### src/rtl/dram_stream_arbiter_pkg.sv
// Shared definitions for the DRAM stream arbiter: stream-type encoding,
// controller state enum and default sizing.
package sys_defs;

    localparam int DEF_NUM_PE = 4;
    localparam int DEF_LEN_W  = 16;

    typedef enum logic {
        STREAM_INPUT  = 1'b0,
        STREAM_FILTER = 1'b1
    } stream_type_e;

    typedef enum logic [1:0] {
        IDLE,
        GRANT,
        STREAM,
        FINISH
    } arb_state_e;

    // Index width that stays legal for a single requester.
    function automatic int pe_idx_w(input int n);
        return (n > 1) ? $clog2(n) : 1;
    endfunction

endpackage

### src/rtl/dram_stream_arbiter_rr_arbiter.sv
// Combinational round-robin selector: the first requester found walking
// upward from ptr (with wrap-around) wins.
module rr_arbiter #(
    parameter int NUM_PE = 4,
    parameter int PE_W   = 2
)(
    input  logic [NUM_PE-1:0] req,
    input  logic [PE_W-1:0]   ptr,
    output logic [PE_W-1:0]   grant,
    output logic              any
);

    always_comb begin
        logic [PE_W-1:0] idx;
        grant = '0;
        any   = 1'b0;
        idx   = '0;
        for (int i = 0; i < NUM_PE; i++) begin
            idx = PE_W'((int'(ptr) + i) % NUM_PE);
            if (!any && req[idx]) begin
                any   = 1'b1;
                grant = idx;
            end
        end
    end

endmodule

### src/rtl/dram_stream_arbiter.sv
// Grants one PE at a time a DRAM read burst of its latched length and type,
// streams beat indices with stall back-pressure and pulses a typed finish.
module dram_stream_arbiter
    import sys_defs::*;
#(
    parameter int  NUM_PE = DEF_NUM_PE,
    parameter int  LEN_W  = DEF_LEN_W,
    localparam int PE_W   = pe_idx_w(NUM_PE)
)(
    input  logic                    clk,
    input  logic                    rst,
    input  logic [NUM_PE-1:0]       req_valid,
    input  logic [NUM_PE-1:0]       req_type,
    input  logic [NUM_PE*LEN_W-1:0] req_len,
    output logic [NUM_PE-1:0]       req_ready,
    input  logic                    mem_stall,
    output logic                    mem_rd_en,
    output logic                    mem_rd_type,
    output logic [LEN_W-1:0]        mem_rd_addr,
    output logic [PE_W-1:0]         mem_rd_pe,
    output logic [NUM_PE-1:0]       stream_input_finish,
    output logic [NUM_PE-1:0]       stream_filter_finish,
    output logic                    busy
);

    arb_state_e       state, state_nxt;
    logic [PE_W-1:0]  rr_ptr;
    logic [PE_W-1:0]  gnt_q;
    stream_type_e     type_q;
    logic [LEN_W-1:0] len_q;
    logic [LEN_W-1:0] cnt;
    logic [PE_W-1:0]  win_idx;
    logic             win_any;
    logic [LEN_W-1:0] win_len;
    logic             accept;

    function automatic logic [PE_W-1:0] next_ptr(input logic [PE_W-1:0] g);
        return (g == PE_W'(NUM_PE - 1)) ? '0 : g + PE_W'(1);
    endfunction

    rr_arbiter #(
        .NUM_PE (NUM_PE),
        .PE_W   (PE_W)
    ) u_rr_arbiter (
        .req    (req_valid),
        .ptr    (rr_ptr),
        .grant  (win_idx),
        .any    (win_any)
    );

    always_comb begin
        win_len = '0;
        for (int p = 0; p < NUM_PE; p++)
            if (win_idx == PE_W'(p))
                win_len = req_len[p*LEN_W +: LEN_W];
    end

    // Gated by rst so no acceptance pulse can escape while reset is held.
    assign accept = (state == IDLE) && win_any && !rst;

    always_ff @(posedge clk or posedge rst) begin
        if (rst) begin
            state  <= IDLE;
            rr_ptr <= '0;
            gnt_q  <= '0;
            type_q <= STREAM_INPUT;
            len_q  <= '0;
            cnt    <= '0;
        end else begin
            state <= state_nxt;
            if (accept) begin
                gnt_q  <= win_idx;
                type_q <= stream_type_e'(req_type[win_idx]);
                len_q  <= win_len;
            end
            if (state == GRANT)
                cnt <= '0;
            if (state == STREAM && !mem_stall)
                cnt <= cnt + LEN_W'(1);
            if (state == FINISH)
                rr_ptr <= next_ptr(gnt_q);
        end
    end

    always_comb begin
        state_nxt            = state;
        req_ready            = '0;
        mem_rd_en            = 1'b0;
        stream_input_finish  = '0;
        stream_filter_finish = '0;
        case (state)
            IDLE: begin
                if (accept) begin
                    req_ready[win_idx] = 1'b1;
                    state_nxt          = GRANT;
                end
            end
            GRANT: begin
                state_nxt = (len_q != '0) ? STREAM : FINISH;
            end
            STREAM: begin
                mem_rd_en = !mem_stall;
                // len_q is nonzero here, so len_q-1 never wraps.
                if (!mem_stall && cnt == len_q - LEN_W'(1))
                    state_nxt = FINISH;
            end
            FINISH: begin
                if (type_q == STREAM_FILTER)
                    stream_filter_finish[gnt_q] = 1'b1;
                else
                    stream_input_finish[gnt_q] = 1'b1;
                state_nxt = IDLE;
            end
            default: state_nxt = IDLE;
        endcase
    end

    assign busy        = (state != IDLE);
    assign mem_rd_addr = cnt;
    assign mem_rd_type = type_q;
    assign mem_rd_pe   = gnt_q;

endmodule

### config.mk
export PLATFORM = sky130hd
export DESIGN_NAME = dram_stream_arbiter
export DESIGN_NICKNAME = d
export VERILOG_FILES = /design/src/rtl/dram_stream_arbiter_pkg.sv /design/src/rtl/dram_stream_arbiter_rr_arbiter.sv /design/src/rtl/dram_stream_arbiter.sv
export SDC_FILE = /design/constraint.sdc
export NUM_CORES = 1
export LEC_CHECK = 0
export CORE_ASPECT_RATIO = 1.2
export CORE_MARGIN = 3
export CORE_UTILIZATION = 41
export DETAILED_ROUTE_END_ITERATION = 8
export PLACE_DENSITY = 0.75
export SETUP_SLACK_MARGIN = 0.3
export SLEW_MARGIN = 25
export SYNTH_ARGS = -nofsm -noshare
export SYNTH_HDL_FRONTEND = slang
export SYNTH_SLANG_ARGS = --single-unit
### constraint.sdc
create_clock -name clk -period 2.6 [get_ports clk]
set_input_delay 0.26 -clock clk [delete_from_list [all_inputs] [get_ports clk]]
set_output_delay 0.26 -clock clk [all_outputs]
set_load 0.05 [all_outputs]
### After elaboration in Yosys (flattened, before gate mapping)

Index checks and enable logic that the tools add are counted.

| operators by class | value |
|---|---|
| muxes and demuxes | 40 |
| add/sub/neg operators | 6 |
| equality and inequality tests | 10 |
| magnitude comparators | 8 |
| reductions and logical operators | 20 |

Operators with widths:

| operator | count |
|---|---|
| two-way mux 16 bit | 6 |
| two-way mux 4 bit | 6 |
| less-than comparator 2 x 3 -> 1 bit, second input constant | 6 |
| adder 16 x 1 -> 16 bit, second input constant | 1 |
| == test 16 bit | 1 |
| nonzero test 16 bit | 1 |
| subtractor 16 x 1 -> 16 bit, second input constant | 1 |
| two-way mux 2 bit | 7 |
| two-way mux 1 bit | 13 |
| binary-select mux 1 bit (select 2 bit) | 5 |
| == test 2 bit, second input constant | 5 |
| logical AND 1 bit | 9 |
| case mux 2 bit (4 select lines) | 1 |
| logical NOT 1 bit | 5 |
| adder 2 x 1 -> 2 bit, second input constant | 2 |
| adder 2 bit, second input constant | 2 |
| demux 1 bit (select 2 bit) | 2 |
| == test 2 x 1 -> 1 bit, second input constant | 2 |
| greater-or-equal comparator 2 x 1 -> 1 bit, second input constant | 2 |
| logical NOT 2 bit | 2 |
| nonzero test 2 bit | 2 |
| != test 2 x 1 -> 1 bit, second input constant | 1 |
| != test 2 bit, second input constant | 1 |
| AND reduction 2 bit | 1 |

| storage, ports and cells | value |
|---|---|
| output and inout bits | 33 |
| register bits after elaboration | 39 |

### Depth between registers and ports, before layout

| depth | value |
|---|---|
| depth after elaboration | 18 |
| depth in mapped cells | 10 |
| depth with buffers taken out | 9 |

### Cells and area by module

Synthesis repeated with hierarchy kept, for this count alone.

| unflattened totals | value |
|---|---|
| cells, all modules | 345 |
| area total of the unflattened synthesis | 3059.2 sq um |

By module, submodules not included:

| module | times used | cells an instance | area each (sq um) |
|---|---|---|---|
| dram_stream_arbiter | 1 | 330 | 2981.6 |
| rr_arbiter | 1 | 15 | 77.6 |

### Least setup slack after synthesis

Ideal clock, no wire load.

| timing | value |
|---|---|
| path type | input to output |
| start point | in rst |
| end point | out req_ready[0] |
| data required time | 2.340 ns |
| stages on the path | 4 |
| slack | -0.060 ns |
| arrival time | 2.400 ns |
| path through | inv_2 nand3_1 clkbuf_1 nor3_1 |

| on the way | value |
|---|---|
| word-level cells in the longest chain between the ends | 4 |

Ends and longest elaborated chain:

| what | RTL line | text |
|---|---|---|
| from (decl) | dram_stream_arbiter.sv:11 | `input logic rst,` |
| logical NOT 1 bit (no line) | n/a |  |
| logical AND 1 bit | dram_stream_arbiter.sv:59 | `assign accept = (state == IDLE) && win_any && !rst;` |
| two-way mux 4 bit | dram_stream_arbiter.sv:93 | `if (accept) begin` |
| two-way mux 4 bit | dram_stream_arbiter.sv:91 | `case (state)` |
| to (decl) | dram_stream_arbiter.sv:15 | `output logic [NUM_PE-1:0] req_ready,` |

No other way between the ends.

### Worst setup path after layout

| timing | value |
|---|---|
| start point | reg len_q[12] |
| end point | reg state[1] |

| on the way | value |
|---|---|
| word-level cells in the longest chain between the ends | 5 |

Ends and longest elaborated chain:

| what | RTL line | text |
|---|---|---|
| from (decl) | dram_stream_arbiter.sv:30 | `logic [LEN_W-1:0] len_q;` |
| from (signal assigned) | dram_stream_arbiter.sv:74 | `len_q <= win_len;` |
| subtractor 16 x 1 -> 16 bit | dram_stream_arbiter.sv:104 | `if (!mem_stall && cnt == len_q - LEN_W'(1))` |
| == test 16 bit | dram_stream_arbiter.sv:104 |  |
| logical AND 1 bit | dram_stream_arbiter.sv:104 |  |
| != test 2 x 1 -> 1 bit (no line) | n/a |  |
| AND reduction 2 bit (no line) | n/a |  |
| to (signal assigned) | dram_stream_arbiter.sv:70 | `state <= state_nxt;` |
| to (decl) | dram_stream_arbiter.sv:26 | `arb_state_e state, state_nxt;` |

No other way between the ends.
A chain may end at the register's enable or synchronous reset.

==> summary.txt <==
Run status
  • Status: finished clean

Synth
  • Post-synth ARST share: 1.000
  • Cell Area, Synth: 2935 sq um
  • Number of distinct library cells after synthesis: 52
  • Synth Register Bits: 39
  • Synthesized area per cell: 8.435 sq um
  • Yosys warning total: 0
  • EDFF count, synth: 0
  • Net Count, Synth: 433
  • Largest area contributor in the netlist: dfrtp_1
  • Sequential fraction of the synthesis area: 0.3325
  • Most used DFF post-synth: dfrtp_1
  • Mapped Cells: 348
  • Synth top area cells: dfrtp_1 33%, mux2i_1 7.8%, ha_1 4.3%
  • Synth top area share: 0.3325

Global routing
  • Pin count of the biggest net entering global routing: 40
  • GRT Total Usage: 0.2093
  • Initial antenna violation count: 0
  • Total grt overflow: 0
  • First-pass GRT wire length: 14210 um
  • Vias in the first global route: 2984

Finish
  • Diode count: 0
  • Fin area: 4461 sq um
  • Commonest non-fill, non-tap cells in the layout: 93 x clkdlybuf4s50_1, 39 x dfrtp_1, 26 x nor2_1, 26 x nand2_1, 24 x o21ai_1
  • Synth-to-Final Area Change: 51.96%
  • Core Util, Final: 0.6469
  • Final std cells w/o fill: 553
  • Filler Cells Inserted: 626
  • Share of cells above drive strength 1: 0.1352
  • Final net count: 550
  • Commonest non-fill, non-tap cell in the layout: clkdlybuf4s50_1

Worst setup path
  • CP max-delay cell: or4_4
  • Slowest cell delay on critical path: 540 ps
  • Crit path launch type: flop
  • Worst EP required: 2780 ps
  • Cell Chain, Critical Path: or4_4 > or3_4 > a2111oi_4 > o22ai_2 > nor4_4 > o22ai_2 > mux2_4
  • Worst r2r src: len_q[12]$_DFFE_PP0P_
  • Buf/Inv on CP: 0
  • Arrival @ worst endpoint: 2720 ps
  • Crit end category: flop
  • Crit path max fanout: 3
  • Crit Path Category: reg2reg
  • RR Endpoint: state[1]$_DFFE_PP0P_
  • Worst path most repeated cell: o22ai_2
  • Worst path top cell family by delay: simple AND/OR/NAND/NOR gates
  • Flop-to-flop setup slack: 60 ps
  • R2R cell count: 7

Clock tree
  • H-Tree Depth: 2
  • Post-CTS Hold Buffers: 0
  • CTS buffer count: 5
  • Clk pin slew, worst setup/hold paths: 90 ps
  • Clk Latency, worst-skew pair: 300 ps
  • Clock Sinks: 39
  • Clock Path Buffers: 2
  • CTS tree: built
  • Clock root cell: clkbuf_8

Route
  • Routed wire length per instance: 15.93 um
  • DRT antenna net count: 0
  • Pre-antenna DRT Iters: 4
  • DRC: 0
  • Total number of vias: 3123
  • DR iter-0 viols: 145
  • Drt total wl: 8807 um
  • DR vias/cell: 5.647

Die
  • IO Pins: 108
  • Die Width: 83.24 um
  • Die area: 8215 sq um
  • # rows: 33
  • Initial Util: 0.4257
  • Core area: 6895 sq um
  • Die Ht: 98.69 um

Place
  • I/O Buffers: 107
  • DP Cell Count: 539
  • Post-place setup slack: 67.09 ps
  • Detailed placement HPWL: 6983 um
  • Placed Area: 4222 sq um
  • Placer's final routability congestion estimate: 0.8613

STA
  • Max Freq: 394.5 MHz
  • Final worst slack: 64.90 ps
  • Final Hold Fails: 0
  • Setup_tns: 0 ps
  • Worst-Margin Slew: 533.6 ps
  • # setup viols final: 0
  • Period Utilization, post-route: 0.9750
  • Final Skew: 12.18 ps
  • Slew Limit Fails: 0
  • Slew HR: 0.6457
  • RSZ-0062 raised after global routing: true
  • Minimum clock period: 2535 ps

Hold path
  • HP Class: in2async

Pwr
  • PD cells: 920.1 nW/um^2
  • Leak pwr: 1.864 nW
  • Peak supply drop: 0.4189 mV

Job
  • Maxcap violations: 0
==> power by group <==
group | internal [mW] | total [mW] | switching (mW)
sequential | 0.793 | 1.05 | 0.258
clock | 0.311 | 0.538 | 0.227
combinational | 1.11 | 2.52 | 1.41
total | 2.21 | 4.10 | 1.89
==> worst reg2reg max path: cells and delay by family (launching register included) <==
family / cells / cell delay (ps)
and+or+nand+nor: 3 / 1140
muxes: 1 / 310
AOI/OAI and AO/OA: 3 / 590
DFF: 1 / 390
==> worst max path at each step <==
stage / from / to / slack (ps) / cells after the start
3_3_place_gp: len_q[12]$_DFFE_PP0P_ / state[1]$_DFFE_PP0P_ / 80 / 7
2_1_floorplan: rst / req_ready[0] / -60 / 4
5_1_grt: len_q[12]$_DFFE_PP0P_ / state[1]$_DFFE_PP0P_ / -20 / 7
6_report: len_q[12]$_DFFE_PP0P_ / state[1]$_DFFE_PP0P_ / 60 / 7
3_5_place_dp: len_q[12]$_DFFE_PP0P_ / state[1]$_DFFE_PP0P_ / 70 / 7
4_1_cts: len_q[12]$_DFFE_PP0P_ / state[1]$_DFFE_PP0P_ / 70 / 7
==> logic make-up (layout without fill, tap and decap cells) <==
logic type	Yosys count	in the layout	synth area share
compound gates	98	98	0.2183
xor+xnor	18	18	0.05371
flops	39	39	0.3325
simple gates	128	128	0.2268
mux	25	25	0.08738
fa+ha+maj	10	10	0.04263
buf+inv	30	148	0.03879
==> routing by layer <==
layer,wire length [um],global-route usage
met1,3565,0.2493
met2,4589,0.3735
met3,513,0.03679
met4,138,0.08176
met5,0,0
==> final cells by class <==
cell class	instances	area, sq um	area share
sequential	39	975.9	0.2188
clock inverter	2	35.03	0.007854
timing repair buffer	128	1252	0.2808
multi-input combinational	279	1961	0.4396
inverter	12	45.04	0.01010
clock buffer	6	82.58	0.01851
tap	87	108.9	0.02440
==> per-stage QoR <==
step           total power [mW]  hold WS [ps]
2_1_floorplan             2.681         243.5
3_3_place_gp              3.383         548.6
3_5_place_dp              3.437         552.3
4_1_cts                   4.023         454.1
5_1_grt                   4.403         500.9
6_report                  4.104         449.2
==> sequential cells by signal, indices dropped and copies added, names as in the netlist <==
| signal | flops |
|---|---|
| len_q | 16 |
| mem_rd_addr | 16 |
| rr_ptr | 2 |
| state | 2 |
| mem_rd_type | 1 |
| mem_rd_pe | 2 |
==> synthesized netlist by cell type (all sizes together) (8+ instances only) <==
| master | number |
|---|---|
| inv | 12 |
| nand3 | 14 |
| nor2 | 30 |
| nand2 | 26 |
| nor3 | 8 |
| mux2i | 23 |
| a21oi | 16 |
| dfrtp | 39 |
| xnor2 | 12 |
| nand4 | 12 |
| clkbuf | 17 |
| ha | 10 |
| o21ai | 29 |
| a22oi | 12 |
==> repair_timing <==
action | 4_1_cts | 5_1_grt
cloned | 0 | 0
setup endpoints to repair | 14 | 23
pin swaps | 0 | 2
resized for setup | 15 | 22
buffers inserted | 2 | 4
Note: power is estimated with default switching activity, not from simulation.
